--- config.mk ---
export PLATFORM = sky130hd
export DESIGN_NAME = bypass_ctrl
export DESIGN_NICKNAME = d
export VERILOG_FILES = /design/src/rtl/bypass_ctrl.sv
export SDC_FILE = /design/constraint.sdc
export NUM_CORES = 1
export LEC_CHECK = 0
export ABC_AREA = 0
export CORE_ASPECT_RATIO = 0.7
export CORE_MARGIN = 5
export CORE_UTILIZATION = 47
export CTS_BUF_LIST = sky130_fd_sc_hd__clkbuf_8
export DETAILED_ROUTE_END_ITERATION = 10
export GPL_TIMING_DRIVEN = 0
export HOLD_SLACK_MARGIN = 0.08
export PLACE_DENSITY = 0.9
export SETUP_SLACK_MARGIN = 0.05
export SLEW_MARGIN = 15
export SYNTH_ARGS = -nofsm -noshare
export SYNTH_HDL_FRONTEND = slang
export SYNTH_SLANG_ARGS = --single-unit
export TNS_END_PERCENT = 30
--- constraint.sdc ---
create_clock -name clk -period 5.8 [get_ports clk]
set_input_delay 1.16 -clock clk [delete_from_list [all_inputs] [get_ports clk]]
set_output_delay 1.16 -clock clk [all_outputs]
set_load 0.05 [all_outputs]
--- src/rtl/bypass_ctrl.sv ---
// Purpose: ID-to-EX bypass select/data generation with load-use stall request and stall counter.
// Latency: forward selects/data registered, visible one cycle after ID; stallreq_id is combinational.
// Backpressure: stall_i holds all registered state; flush_i clears EX-side outputs; load-use inserts a bubble.
module bypass_ctrl #(
  parameter int DATA_W = 32,
  parameter int ADDR_W = 5,
  parameter int CNT_W  = 16
) (
  input  logic              clk,
  input  logic              rst,
  input  logic              stall_i,
  input  logic              flush_i,
  input  logic              id_valid,
  input  logic [ADDR_W-1:0] id_rs,
  input  logic [ADDR_W-1:0] id_rt,
  input  logic              id_rs_re,
  input  logic              id_rt_re,
  input  logic              ex_we,
  input  logic              mem_we,
  input  logic              wb_we,
  input  logic [ADDR_W-1:0] ex_waddr,
  input  logic [ADDR_W-1:0] mem_waddr,
  input  logic [ADDR_W-1:0] wb_waddr,
  input  logic [DATA_W-1:0] ex_wdata,
  input  logic [DATA_W-1:0] mem_wdata,
  input  logic [DATA_W-1:0] wb_wdata,
  input  logic              ex_is_load,
  output logic              stallreq_id,
  output logic              sel_rs_forward,
  output logic [DATA_W-1:0] rs_forward_data,
  output logic              sel_rt_forward,
  output logic [DATA_W-1:0] rt_forward_data,
  output logic [CNT_W-1:0]  lu_stall_cnt
);

  typedef enum logic {IDLE, LU_BUBBLE} state_t;

  localparam logic [CNT_W-1:0] CNT_ONE = CNT_W'(1);

  state_t state;

  // A source is eligible only when ID is valid, the source is read, and it is not $0.
  logic rs_ok, rt_ok;
  logic rs_ex, rs_mem, rs_wb;
  logic rt_ex, rt_mem, rt_wb;

  assign rs_ok  = id_valid && id_rs_re && (id_rs != '0);
  assign rt_ok  = id_valid && id_rt_re && (id_rt != '0);

  assign rs_ex  = rs_ok && ex_we  && (ex_waddr  == id_rs);
  assign rs_mem = rs_ok && mem_we && (mem_waddr == id_rs);
  assign rs_wb  = rs_ok && wb_we  && (wb_waddr  == id_rs);
  assign rt_ex  = rt_ok && ex_we  && (ex_waddr  == id_rt);
  assign rt_mem = rt_ok && mem_we && (mem_waddr == id_rt);
  assign rt_wb  = rt_ok && wb_we  && (wb_waddr  == id_rt);

  // EX result of a load is not available yet; ID must wait one cycle for it to reach MEM.
  assign stallreq_id = (rs_ex || rt_ex) && ex_is_load;

  logic              rs_sel_nxt, rt_sel_nxt;
  logic [DATA_W-1:0] rs_dat_nxt, rt_dat_nxt;

  // Youngest-stage-wins forward selection; a load-use cycle turns into a bubble.
  always_comb begin
    rs_sel_nxt = 1'b0;
    rs_dat_nxt = '0;
    rt_sel_nxt = 1'b0;
    rt_dat_nxt = '0;
    if (!stallreq_id) begin
      if (rs_ex) begin
        rs_sel_nxt = 1'b1;
        rs_dat_nxt = ex_wdata;
      end else if (rs_mem) begin
        rs_sel_nxt = 1'b1;
        rs_dat_nxt = mem_wdata;
      end else if (rs_wb) begin
        rs_sel_nxt = 1'b1;
        rs_dat_nxt = wb_wdata;
      end
      if (rt_ex) begin
        rt_sel_nxt = 1'b1;
        rt_dat_nxt = ex_wdata;
      end else if (rt_mem) begin
        rt_sel_nxt = 1'b1;
        rt_dat_nxt = mem_wdata;
      end else if (rt_wb) begin
        rt_sel_nxt = 1'b1;
        rt_dat_nxt = wb_wdata;
      end
    end
  end

  // EX-side registers, bubble FSM and saturating load-use counter.
  always_ff @(posedge clk) begin
    if (rst) begin
      sel_rs_forward  <= 1'b0;
      rs_forward_data <= '0;
      sel_rt_forward  <= 1'b0;
      rt_forward_data <= '0;
      lu_stall_cnt    <= '0;
      state           <= IDLE;
    end else if (flush_i) begin
      sel_rs_forward  <= 1'b0;
      rs_forward_data <= '0;
      sel_rt_forward  <= 1'b0;
      rt_forward_data <= '0;
      state           <= IDLE;
    end else if (!stall_i) begin
      sel_rs_forward  <= rs_sel_nxt;
      rs_forward_data <= rs_dat_nxt;
      sel_rt_forward  <= rt_sel_nxt;
      rt_forward_data <= rt_dat_nxt;
      case (state)
        IDLE: begin
          if (stallreq_id) begin
            state <= LU_BUBBLE;
            if (lu_stall_cnt != '1) lu_stall_cnt <= lu_stall_cnt + CNT_ONE;
          end
        end
        LU_BUBBLE: state <= IDLE;
        default:   state <= IDLE;
      endcase
    end
  end

  // EX holds a bubble while in LU_BUBBLE, so a fresh load-use there means upstream is broken.
  a_no_lu_in_bubble: assert property (@(posedge clk) disable iff (rst)
    (state == LU_BUBBLE && !stall_i && !flush_i) |-> !stallreq_id);

endmodule

# Word-level counts from Yosys, hierarchy flattened
# Index checks and enable logic that the tools add are counted.
# W data, S select, Z words.
# classes
add_sub_neg	1
n_eq_ne	7
n_mux	18
bitwise_logic	3
n_reduce_logical	22
# op_table
op	n
$mux W32	8
$eq A5 B5 Y1	6
$logic_and A1 B1 Y1	17
$add A16 B1 Y16 const B	1
$ne A16 B16 Y1 const B	1
$reduce_bool A5 Y1	2
$mux W1	9
$reduce_and A5 Y1	1
$not A1 Y1	3
$pmux W1 S2	1
$reduce_or A2 Y1	1
$logic_or A1 B1 Y1	1
# word_totals
regBits	83
in_bits	132
out_inout_bits	83

# Longest topological paths before layout
# Gate-level depths: netlist of run 1.
# depth
ltp_word	8
ltp_mapped	9

# Worst setup path after synthesis of run 1
# No wires, ideal clock.
# synth_path
path_type	in2out
from	in id_rs[1]
to	out stallreq_id
t_arrival_ns	2.527
t_required_ns	4.640
path_slack_ns	2.113
path_stages	5
n_path_buf	0
cell_sequence	or4_1 > o211ai_2 > nor4_4 > o21ai_2 > inv_1
# synth_via
elab_chain_len	6
# synth_lines
element	line	text
from (decl)	14	input logic [ADDR_W-1:0] id_rs,
$reduce_bool A5 Y1	47	assign rs_ok = id_valid && id_rs_re && (id_rs != '0);
$logic_and A1 B1 Y1	47	
$logic_and A1 B1 Y1	50	assign rs_ex = rs_ok && ex_we && (ex_waddr == id_rs);
$logic_and A1 B1 Y1 (*)	50	
$logic_or A1 B1 Y1 (*)	58	assign stallreq_id = (rs_ex || rt_ex) && ex_is_load;
$logic_and A1 B1 Y1 (*)	58	
to (decl)	28	output logic stallreq_id,
# Mark *: on every way between the ends. The rest lies on a longest branch, timed or not.

# Final worst setup path of run 1
# layout_path
from	in id_rt[2]
to	out stallreq_id
# layout_via
elab_chain_len	6
# layout_lines
element	line	text
from (decl)	15	input logic [ADDR_W-1:0] id_rt,
$reduce_bool A5 Y1	48	assign rt_ok = id_valid && id_rt_re && (id_rt != '0);
$logic_and A1 B1 Y1	48	
$logic_and A1 B1 Y1	53	assign rt_ex = rt_ok && ex_we && (ex_waddr == id_rt);
$logic_and A1 B1 Y1 (*)	53	
$logic_or A1 B1 Y1 (*)	58	
$logic_and A1 B1 Y1 (*)	58	
# Marks and branches as above.

==> impl_metrics.xml, run 1 <==
<?xml version="1.0" encoding="UTF-8"?>
<metrics>
  <group name="routing">
    <metric name="post_drt_via_cell_ratio" unit="">6.14</metric>
    <metric name="drt.antenna.violating_nets" unit="">0</metric>
    <metric name="wl_per_cell" unit="um">21.0</metric>
    <metric name="postRouteWirelength" unit="um">19700</metric>
    <metric name="drt_pass_1_iters" unit="">6</metric>
    <metric name="drcViolationCount" unit="">0</metric>
    <metric name="drt_iter0_markers" unit="">590</metric>
    <metric name="route.vias.total" unit="">5772</metric>
  </group>
  <group name="sta">
    <metric name="final.period_utilization" unit="%">86.8</metric>
    <metric name="max_slew.worst_pin.slew" unit="ps">1260</metric>
    <metric name="slew-limit-headroom" unit="%">15.5</metric>
    <metric name="timing_hold_violations_final" unit="">0</metric>
    <metric name="max_clock_freq" unit="MHz">199</metric>
    <metric name="final.setup.tns" unit="ps">0</metric>
    <metric name="period_needed" unit="ps">5030</metric>
    <metric name="setup_violations" unit="">0</metric>
    <metric name="slew_viol_final" unit="">0</metric>
    <metric name="clock-skew-final" unit="ps">2.49</metric>
    <metric name="grt_setup_unrepaired" unit="">false</metric>
  </group>
  <group name="power_and_ir_drop">
    <metric name="power_switching_share" unit="%">25.1</metric>
    <metric name="power.density_cell_area" unit="nW/um2">168</metric>
    <metric name="sequentialPowerShare" unit="%">46.3</metric>
    <metric name="standby_leakage_power" unit="nW">2.50</metric>
    <metric name="irDropWorstVdd" unit="V">0.000111</metric>
    <metric name="power_switching" unit="W">0.000310</metric>
    <metric name="comb_power_share" unit="%">16.8</metric>
    <metric name="cell_internal_pwr" unit="W">0.000923</metric>
    <metric name="share_clk_of_total_power" unit="%">36.9</metric>
  </group>
  <group name="clock_tree">
    <metric name="postCtsResizedCells" unit="">0</metric>
    <metric name="path_clk_slew" unit="ps">80</metric>
    <metric name="cts-buffers-inserted" unit="">9</metric>
    <metric name="cts-htree-levels" unit="">3</metric>
    <metric name="cts_tree" unit="">done</metric>
    <metric name="ctsLongestPathBuffers" unit="">2</metric>
    <metric name="hold_fix_buffers_at_cts" unit="">0</metric>
    <metric name="clockRootBuffer" unit="">clkbuf_8</metric>
    <metric name="clkSinkCount" unit="">83</metric>
    <metric name="clk_latency" unit="ps">360</metric>
    <metric name="postCtsSetupBuffers" unit="">0</metric>
  </group>
  <group name="global_routing">
    <metric name="gr-usage-all-layers" unit="%">30.2</metric>
    <metric name="grt_max_degree" unit="">14</metric>
    <metric name="grt_antenna_before_repair" unit="">0</metric>
    <metric name="grt_overflow_total" unit="">0</metric>
    <metric name="grt_pass1_wl" unit="um">30400</metric>
    <metric name="first_global_vias" unit="">5768</metric>
  </group>
  <group name="placement">
    <metric name="hpwlAfterDp" unit="um">15000</metric>
    <metric name="port_buffers" unit="">212</metric>
    <metric name="globalplace.congestion" unit="">0.909</metric>
  </group>
  <group name="synthesis">
    <metric name="synth_commonest_cells" unit="">dfxtp_1, o21ai_0, nand2_1</metric>
    <metric name="yosys.cell_types.count" unit="">47</metric>
    <metric name="syn-cell-area" unit="um2">4850</metric>
    <metric name="synthTopCellsByArea" unit="">dfxtp_1, o21ai_0, a22o_1</metric>
    <metric name="synth-seq-area-share" unit="%">34.3</metric>
    <metric name="top_cell_type_s_share_of_synthesized_area" unit="%">34.3</metric>
    <metric name="synthCells" unit="">581</metric>
    <metric name="synth_warnings" unit="">0</metric>
    <metric name="synth_edf_count" unit="">0</metric>
    <metric name="yosysMostFrequentCell" unit="">dfxtp_1</metric>
    <metric name="post_synth.cell_area_avg" unit="um2">8.34</metric>
    <metric name="yosys_register_bits" unit="">83</metric>
    <metric name="synthArstFlopShare" unit="%">0</metric>
    <metric name="yosys_most_used_dff" unit="">dfxtp_1</metric>
    <metric name="synth_top_area_cell" unit="">dfxtp_1</metric>
    <metric name="postSynthNetCount" unit="">714</metric>
  </group>
  <group name="setup_path">
    <metric name="path_max_fanout" unit="">6</metric>
    <metric name="crit_path_start_kind" unit="">input port</metric>
    <metric name="path_class" unit="">input port to output pin</metric>
    <metric name="worst_setup_path_end_kind" unit="">output pin</metric>
    <metric name="required" unit="ps">4640</metric>
    <metric name="critPathArrivalTime" unit="ps">3870</metric>
  </group>
  <group name="worst_hold_path">
    <metric name="hold_path.class" unit="">flop to flop</metric>
  </group>
  <group name="floorplanning">
    <metric name="design.die.area" unit="um2">12500</metric>
    <metric name="floorplan.io_pins" unit="">215</metric>
    <metric name="fp.dieW" unit="um">131</metric>
    <metric name="start_util" unit="%">47.5</metric>
    <metric name="placementRows" unit="">31</metric>
    <metric name="die_height" unit="um">95.0</metric>
    <metric name="coreArea" unit="um2">10200</metric>
  </group>
  <group name="finish">
    <metric name="post-route-util" unit="%">72.0</metric>
    <metric name="n_antenna_cell" unit="">0</metric>
    <metric name="share_of_cells_above_drive_strength_1" unit="%">6.81</metric>
    <metric name="area_growth_syn_to_layout" unit="%">51.7</metric>
    <metric name="design.final.nets" unit="">937</metric>
  </group>
  <group name="status">
    <metric name="outcome" unit="">complete, no violations</metric>
  </group>
  <group name="flow_run">
    <metric name="maxCapViolations" unit="">0</metric>
  </group>
</metrics>
[power groups by stage]
stage               clock (W)  sequential [W]  combinational, W
global placement            0        0.000584          0.000198
CTS                  0.000457        0.000571          0.000204
detailed placement          0        0.000584          0.000202
finish               0.000454        0.000571          0.000208
floorplan                   0        0.000587         0.0000687
global route         0.000481        0.000571          0.000220
[metal layers]
layer / part of all wire (%) / vias to the layer above / track usage (%)
met1: 42 / 2735 / 39.8
met5: 0 / - / 0
met4: 2.1 / 0 / 10.5
met3: 11 / 48 / 8.47
met2: 45 / 394 / 47.7
li1: - / 2595 / -
[registers in the layout (all words and copies together), names as in the netlist]
register         flops
lu_stall_cnt        16
sel_rt_forward       1
sel_rs_forward       1
rs_forward_data     32
rt_forward_data     32
state                1
[layout make-up]
cell class | count | area (um2)
Inverter | 4 | 15.0
Timing Repair Buffer | 212 | 2120
Fill cell | 776 | 2850
Multi-Input combinational cell | 452 | 2970
Clock buffer | 9 | 124
Tap cell | 132 | 165
Sequential cell | 83 | 1660
Clock inverter | 6 | 82.6
Buffer | 42 | 213
[cells by family after synthesis]
group                    Yosys count  share of synthesized area [%]
multiplexers                      27                           5.58
flip-flops                        83                           34.3
AND/OR/NAND/NOR                  186                           19.3
adder cells (fa/ha/maj)            1                          0.258
buffers and inverters             46                           4.70
AO/OA/AOI/OAI                    201                           29.2
XOR/XNOR                          37                           6.69
[placed cells by master, fill, tap and decap left out, types with 4 or more instances in the layout]
master and instances:
clkdlybuf4s50_1 212, dfxtp_1 83, o21ai_0 64, nand2_1 61, nor2_1 46, a21oi_1 46, a22o_1 33, nor2b_1 31
a221oi_1 31, mux2i_1 27, xnor2_1 26, clkbuf_1 22, buf_2 11, xor2_1 11, or3_1 10, clkbuf_8 9
a221o_1 8, nand3_1 7, inv_1 5, nand4_1 5, or4_1 4, buf_6 4
[critical path, stage by stage]
cell and delay [ps]:
clkdlybuf4s50_1 600, or4_1 170, o211ai_2 130, nor4_2 680
o21ai_2 210, inv_1 100, clkdlybuf4s50_1 810
[path summary, 6_finish.rpt]
| path | from | end | slack [ps] | depth (start not counted) |
|---|---|---|---|---|
| worst max register to register | lu_stall_cnt[0]$_SDFFE_PP0P_ | lu_stall_cnt[1]$_SDFFE_PP0P_ | 3390 | 8 |
| worst min-delay path | rs_forward_data[29]$_SDFFE_PP0N_ | rs_forward_data[29]$_SDFFE_PP0N_ | 460 | 2 |
| worst max-delay path | id_rt[2] | stallreq_id | 770 | 7 |
| worst min register to register | rs_forward_data[29]$_SDFFE_PP0N_ | rs_forward_data[29]$_SDFFE_PP0N_ | 460 | 2 |
[per-stage QoR]
stage | power [W] | hold WS, ps | setup slack [ps] | instances | area (um2)
2_1_floorplan | 0.000656 | 480 | 2110 | 581 | 4850
3_3_place_gp | 0.000782 | 436 | 832 | 925 | 7130
3_5_place_dp | 0.000786 | 447 | 820 | 925 | 7140
4_1_cts | 0.00123 | 465 | 801 | 940 | 7340
5_1_grt | 0.00127 | 490 | 626 | 940 | 7350
6_report | 0.00123 | 461 | 766 | 940 | 7350
(Power assumes the default switching activity.)
==> run 2, diff against run 1 <==
ABC_CLOCK_PERIOD_IN_PS = 5800   (was default)
==> results of run 2 <==
The final DEF is identical to that of run 1; final timing and power are the same.
==> run 3, diff against run 2 <==
TNS_END_PERCENT = 10   (was 30)
==> results of run 3 <==
The final DEF is identical to that of run 1; final timing and power are the same.
